<file path="src/rtl/audio_fifo_rd_sched.sv">
// Read-side scheduler for the dual-clock stereo audio FIFO (read-clock domain).
// Turns the sample-rate strobe into spaced single-cycle FIFO pops, holds the
// popped L/R pair for the serializer, and handles prefill and underrun recovery.
module audio_fifo_rd_sched #(
  parameter int unsigned DataWidth      = 24,
  parameter int unsigned SettleCycles   = 2,
  parameter int unsigned CntWidth       = 16,
  parameter bit          MuteOnUnderrun = 1'b1
) (
  input  logic                 clk_i,
  input  logic                 rst_i,
  input  logic                 en_i,
  input  logic                 sample_tick_i,
  input  logic                 clr_cnt_i,
  input  logic                 fifo_empty_i,
  input  logic                 fifo_almost_empty_i,
  input  logic [DataWidth-1:0] fifo_L_i,
  input  logic [DataWidth-1:0] fifo_R_i,
  output logic                 fifo_rd_en_o,
  output logic [DataWidth-1:0] L_o,
  output logic [DataWidth-1:0] R_o,
  output logic                 valid_o,
  output logic                 underrun_o,
  output logic [CntWidth-1:0]  underrun_cnt_o,
  output logic [1:0]           state_o
);

  // Settle counter must hold SettleCycles; keep at least one bit when it is 0.
  localparam int unsigned SettleWidth = (SettleCycles < 1) ? 1 : $clog2(SettleCycles + 1);
  localparam logic [SettleWidth-1:0] SettleLoad = SettleWidth'(SettleCycles);

  typedef enum logic [1:0] {
    StIdle    = 2'd0,
    StPrefill = 2'd1,
    StRun     = 2'd2
  } state_e;

  state_e                 state_q;
  logic                   pending_q;
  logic [SettleWidth-1:0] settle_q;

  logic settled;
  logic svc_req;
  logic do_service;
  logic do_read;
  logic do_underrun;
  logic do_prefill_fill;
  logic do_fill;

  // Service decode: a tick (live or held) in RUN once the previous read has settled.
  assign settled         = (settle_q == '0);
  assign svc_req         = sample_tick_i | pending_q;
  assign do_service      = en_i & (state_q == StRun) & svc_req & settled;
  assign do_read         = do_service & ~fifo_empty_i;
  assign do_underrun     = do_service & fifo_empty_i;
  assign do_prefill_fill = en_i & (state_q == StPrefill) & sample_tick_i;
  assign do_fill         = do_underrun | do_prefill_fill;

  assign state_o = state_q;

  // Control FSM with settle spacing, single-slot pending tick and strobe outputs.
  always_ff @(posedge clk_i or posedge rst_i) begin
    if (rst_i) begin
      state_q      <= StIdle;
      pending_q    <= 1'b0;
      settle_q     <= '0;
      fifo_rd_en_o <= 1'b0;
      valid_o      <= 1'b0;
      underrun_o   <= 1'b0;
    end else begin
      fifo_rd_en_o <= 1'b0;
      valid_o      <= 1'b0;
      underrun_o   <= 1'b0;

      if (!en_i) begin
        // Disable wins everywhere: drop back to IDLE and forget spacing state.
        state_q   <= StIdle;
        pending_q <= 1'b0;
        settle_q  <= '0;
      end else begin
        case (state_q)
          StIdle:    state_q <= StPrefill;
          StPrefill: if (!fifo_almost_empty_i) state_q <= StRun;
          StRun:     if (do_underrun) state_q <= StPrefill;
          default:   state_q <= StIdle;
        endcase

        // A read restarts the settle window; otherwise it drains to zero.
        if (do_read) begin
          settle_q <= SettleLoad;
        end else if (!settled) begin
          settle_q <= settle_q - SettleWidth'(1);
        end

        // A tick that cannot be served yet is remembered once; extras are dropped.
        if (do_service) begin
          pending_q <= 1'b0;
        end else if ((state_q == StRun) && sample_tick_i) begin
          pending_q <= 1'b1;
        end

        fifo_rd_en_o <= do_read;
        valid_o      <= do_read | do_fill;
        underrun_o   <= do_underrun;
      end
    end
  end

  // Output sample hold: capture FIFO data on reads, mute or repeat on fills.
  always_ff @(posedge clk_i or posedge rst_i) begin
    if (rst_i) begin
      L_o <= '0;
      R_o <= '0;
    end else if (do_read) begin
      L_o <= fifo_L_i;
      R_o <= fifo_R_i;
    end else if (do_fill && MuteOnUnderrun) begin
      L_o <= '0;
      R_o <= '0;
    end
  end

  // Saturating underrun counter; a clear beats a same-cycle increment.
  always_ff @(posedge clk_i or posedge rst_i) begin
    if (rst_i) begin
      underrun_cnt_o <= '0;
    end else if (clr_cnt_i) begin
      underrun_cnt_o <= '0;
    end else if (do_underrun && (underrun_cnt_o != '1)) begin
      underrun_cnt_o <= underrun_cnt_o + CntWidth'(1);
    end
  end

endmodule

</file>
<file path="config.mk">
export PLATFORM = sky130hd
export DESIGN_NAME = audio_fifo_rd_sched
export DESIGN_NICKNAME = d
export VERILOG_FILES = /design/src/rtl/audio_fifo_rd_sched.sv
export SDC_FILE = /design/constraint.sdc
export NUM_CORES = 1
export LEC_CHECK = 0
export ABC_AREA = 1
export CORE_MARGIN = 2
export CORE_UTILIZATION = 48
export DETAILED_ROUTE_END_ITERATION = 10
export PLACE_DENSITY = 0.83
export SYNTH_ARGS = -nofsm -noshare
export SYNTH_HDL_FRONTEND = slang
export SYNTH_SLANG_ARGS = --single-unit
export TNS_END_PERCENT = 1
</file>
<file path="constraint.sdc">
create_clock -name clk_i -period 7.2 [get_ports clk_i]
set_input_delay 1.8 -clock clk_i [delete_from_list [all_inputs] [get_ports clk_i]]
set_output_delay 1.8 -clock clk_i [all_outputs]
set_load 0.05 [all_outputs]
</file>
Word level (Yosys, flattened, before mapping)
Cells that the tools add are included.
W data, S select, Z words.
{"block": "word_totals", "input_bits": 55, "wordCells": 54, "n_memories": 0, "latchBits": 0, "output_inout_bits": 69, "mem_bits_ro": 0, "mem_bits_rw": 0, "regBits": 72}
{"block": "classes", "eq_ne": 7, "n_shift": 0, "reduce_logical": 7, "n_addsub": 2, "mul": 0, "bitwise": 11, "div_mod_pow": 0, "magnitude_cmp": 0, "muxes": 18}
{"op": "$mux W24", "n": 3}
{"op": "$mux W16", "n": 2}
{"op": "$add A16 B1 Y16 const B", "n": 1}
{"op": "$ne A16 B16 Y1 const B", "n": 1}
{"op": "$mux W2", "n": 6}
{"op": "$and A1 B1 Y1", "n": 7}
{"op": "$mux W1", "n": 6}
{"op": "$ne A3 B3 Y1 const B", "n": 2}
{"op": "$pmux W2 S3", "n": 1}
{"op": "$logic_not A2 Y1", "n": 2}
{"op": "$reduce_bool A2 Y1", "n": 2}
{"op": "$ne A3 B1 Y1 const B", "n": 1}
{"op": "$ne A3 B2 Y1 const B", "n": 1}
{"op": "$or A1 B1 Y1", "n": 3}
{"op": "$eq A2 B1 Y1 const B", "n": 1}
{"op": "$eq A2 B2 Y1 const B", "n": 1}
{"op": "$logic_and A1 B1 Y1", "n": 2}
{"op": "$reduce_and A2 Y1", "n": 1}
{"op": "$sub A2 B1 Y2 const B", "n": 1}
{"op": "$not A1 Y1", "n": 1}

Longest topological paths before layout
{"block": "depth", "depth_word": 8, "ltp_mapped": 10, "ltp_nobuf": 9}

Worst setup path after synthesis
No wires, ideal clock.
{"block": "synth_timing", "path_type": "input to register", "from": "input port sample_tick_i", "to": "register L_o[1]", "t_arrival_ps": 2773, "path_stages": 6, "setup_slack_ps": 4361, "path_buffers": 2, "path_cell_list": "or2_2 > nand2_1 > buf_2 > buf_2 > nand3_1 > nand2_1"}
{"block": "synth_via", "elab_chain_len": 6}
{"item": "start: declaration", "line": "13", "text": "input logic sample_tick_i,"}
{"item": "$or A1 B1 Y1", "line": "52", "text": "assign svc_req = sample_tick_i | pending_q;"}
{"item": "$and A1 B1 Y1 (2 in a row)", "line": "53", "text": "assign do_service = en_i & (state_q == StRun) & svc_req & settled;"}
{"item": "$and A1 B1 Y1", "line": "55", "text": "assign do_underrun = do_service & fifo_empty_i;"}
{"item": "$or A1 B1 Y1", "line": "57", "text": "assign do_fill = do_underrun | do_prefill_fill;"}
{"item": "$reduce_bool A2 Y1 (no line)"}
{"item": "end signal: assignment", "line": "115", "text": "L_o <= fifo_L_i;"}
{"item": "end: declaration", "line": "20", "text": "output logic [DataWidth-1:0] L_o,"}
Several ways; a longest one is shown, not always the timed one.
A chain may end at the register's enable or synchronous reset.

Worst setup path in the final report
{"block": "layout_timing", "from": "register underrun_cnt_o[9]", "to": "output port underrun_cnt_o[9]"}
{"item": "start: declaration", "line": "24", "text": "output logic [CntWidth-1:0] underrun_cnt_o,"}
{"item": "start signal: assignment", "line": "130", "text": "underrun_cnt_o <= underrun_cnt_o + CntWidth'(1);"}
No word-level cell between the ends.

==> reports/metrics.cfg <==
[run_status]
status=finished clean

[floorplanning]
die_w_um=87.3
die_h_um=87.3
num_rows=30
die-area_um2=7630
pin_count=124
core_area_um2=6760
start_util_pct=49.3

[timing]
worst_pin_slew_ns=0.903
slew_viol_final=0
max_freq_ghz=0.290
timing.final.crit_share_pct=47.9
clock_skew_ns=0.00658
rsz0062_at_grt=false
setup_violations=0
fin_crit_ns=3.45
hold_viol=0
setup_tns_ns=0
relSlewSlack_pct=39.8
fin_hold_ws_ns=0.500

[worst_hold_path]
whs_path_depth=2
hp-class=reg -> reg

[power_and_ir_drop]
powerDensity_nw_per_um2=253
peakVddDrop_mv=0.173
p_leak_nw=2.37

[yosys]
synth_top_area_share_pct=54.1
synth-seq-cells=72
yosys-top-cells-area=dfrtp_1, nand2_1, nand3_1, nand4_1, inv_1
yosysWarnings=0
yosysSeqAreaShare_pct=54.1
syn_area_per_cell_um2=8.40
synthesis.area_um2=3330
synth_largest_area_cell=dfrtp_1
ys_types=26
syn-num-nets=454
syn_inst=397

[detailed_routing]
firstDrtPassIters=4
avgViaCountPerCell=5.15
avgRoutedWirePerCell_um=13.7
drcViolationCount=0
ant_nets=0
dr.first_iter.drc_count=158
drt-total-wl_um=8260
num_vias=3094

[clock_network]
cts_root_buf=clkbuf_8
cts_tree=done
clkSinkCount=72
cts_made_buffers=9
cts_resized=0
h-tree-depth=3
clkSlewWorstSetupHoldPaths_ns=0.08
cts_setup_buffers=0
ctsHoldBuffers=0
clk_latency_ns=0.34
max-clock-path-buffers=2

[run]
maxCapViolCount=0

[global_routing]
grt_overflow=0
antenna_found_initial=0
grt_max_degree=73
grt_pass1_wl_um=13400
grtUsageTotal_pct=22.5
grt_pass1_vias=2944

[worst_setup_path]
slowest_stage=clkdlybuf4s50_1
crit_path_cell_trace=clkdlybuf4s50_1
cp_num_cells=1
critPathMaxStageDelay_ns=0.85
critPathArrivalTime_ns=1.65
crit_buf_inv=1
r2r_cells=8
cp_max_fo=6
start_kind=flop
endpoint_kind=output pin
crit_type=reg -> out
critPathRequiredTime_ns=5.40
cp_top_family=buffers and inverters

[placement]
dp.cells=585
portBuffers=123
hpwl_um=5750
gp_congestion=0.896

[cells_and_area]
syn2layout_area_growth_pct=43.9
final_nets=573
fillers=534
stdcell_count=601
insertedDiodeCount=0
final_layout_size_suffix_gt1_share_pct=6.53

==> cell families (layout without fill, tap and decap cells) <==
kind of cell             Yosys count  after routing  synth area share [%]
XOR/XNOR                           5              5                  1.31
AO/OA/AOI/OAI                      6              6                  1.20
flip-flops                        72             72                  54.1
adder cells (fa/ha/maj)            2              2                 0.751
buffers and inverters             37            161                  5.22
AND/OR/NAND/NOR                  275            275                  37.5
==> cells in the final DEF, fill, tap and decap left out, drive strengths merged, types with 2 or more instances in the layout <==
| cell | netlist | final |
|---|---|---|
| nand2 | 166 | 166 |
| clkdlybuf4s50 | 0 | 123 |
| dfrtp | 72 | 72 |
| nand3 | 64 | 64 |
| nor2 | 23 | 23 |
| inv | 19 | 19 |
| nand4 | 15 | 15 |
| clkbuf | 6 | 10 |
| or2 | 4 | 4 |
| xor2 | 4 | 4 |
| o21bai | 4 | 4 |
| clkinv | 0 | 4 |
| buf | 12 | 3 |
| o21ai | 2 | 2 |
| ha | 2 | 2 |
| bufinv | 0 | 2 |
| nor3 | 2 | 2 |
==> final timing paths <==
| kind | endpoint | slack [ns] | startpoint |
|---|---|---|---|
| min in group asynchronous | L_o[11] | 2.03 | rst_i |
| worst min register to register | L_o[4] | 0.50 | L_o[4] |
| worst max register to register | L_o[10] | 5.21 | settle_q[0] |
| worst min-delay path | L_o[4] | 0.50 | L_o[4] |
| max in group asynchronous | underrun_cnt_o[1] | 4.56 | rst_i |
| worst max-delay path | underrun_cnt_o[9] | 3.75 | underrun_cnt_o[9] |
==> where the power goes <==
group	leakage, nW	switching [mW]	internal [mW]	total (mW)
Clock	0.110	0.149	0.194	0.342
Combinational	1.27	0.252	0.135	0.387
Sequential	0.993	0.0291	0.454	0.483
Total	2.37	0.430	0.784	1.21
==> flip-flops by register name (all words and copies together), names as in the netlist <==
register,cells
L_o,24
R_o,24
fifo_rd_en_o,1
pending_q,1
settle_q,2
state_o,2
underrun_cnt_o,16
underrun_o,1
valid_o,1
==> layout make-up <==
class                   instances  area, µm²  share of cell area, %
inverters                      19       71.3                   1.49
well taps                      80        100                   2.09
clock inverters                 6       83.8                   1.75
repair buffers                126       1250                   26.1
flip-flops and latches         72       1800                   37.6
multi-input cells             288       1360                   28.3
clock buffers                  10        128                   2.66
==> routing by layer <==
metal | track usage [%] | wire (µm) | part of all wire [%] | up-vias
met4 | 9.09 | 109 | 1.3 | 0
met2 | 35.7 | 3960 | 48 | 124
met5 | 0 | 0 | 0 | -
met1 | 27.4 | 3370 | 41 | 1447
met3 | 9.00 | 817 | 9.9 | 11
li1 | - | - | - | 1512
==> metrics by stage <==
step / area (µm²) / utilization, % / setup WS [ns] / total power [mW]
2_1_floorplan: 3330 / - / 3.58 / 0.732
6_report: 4800 / 71.0 / 3.75 / 1.21
3_5_place_dp: 4580 / 67.9 / 3.42 / 0.880
4_1_cts: 4800 / 71.0 / 3.75 / 1.22
3_3_place_gp: 4580 / 67.9 / 3.52 / 0.873
5_1_grt: 4800 / 71.0 / 3.59 / 1.27
==> synth_stat cells <==
master	number
buf_1	1
buf_2	7
buf_4	1
buf_6	3
clkbuf_1	6
dfrtp_1	72
ha_1	2
inv_1	17
inv_2	2
nand2_1	165
nand2_4	1
nand3_1	63
nand3_4	1
nand3b_1	1
nand4_1	15
nor2_1	17
nor2_2	1
nor2_4	3
nor2_8	2
nor3_1	1
nor3_2	1
o21ai_0	2
o21bai_1	4
or2_2	4
xnor2_1	1
xor2_1	4
Power figures use the tool's default switching activity.
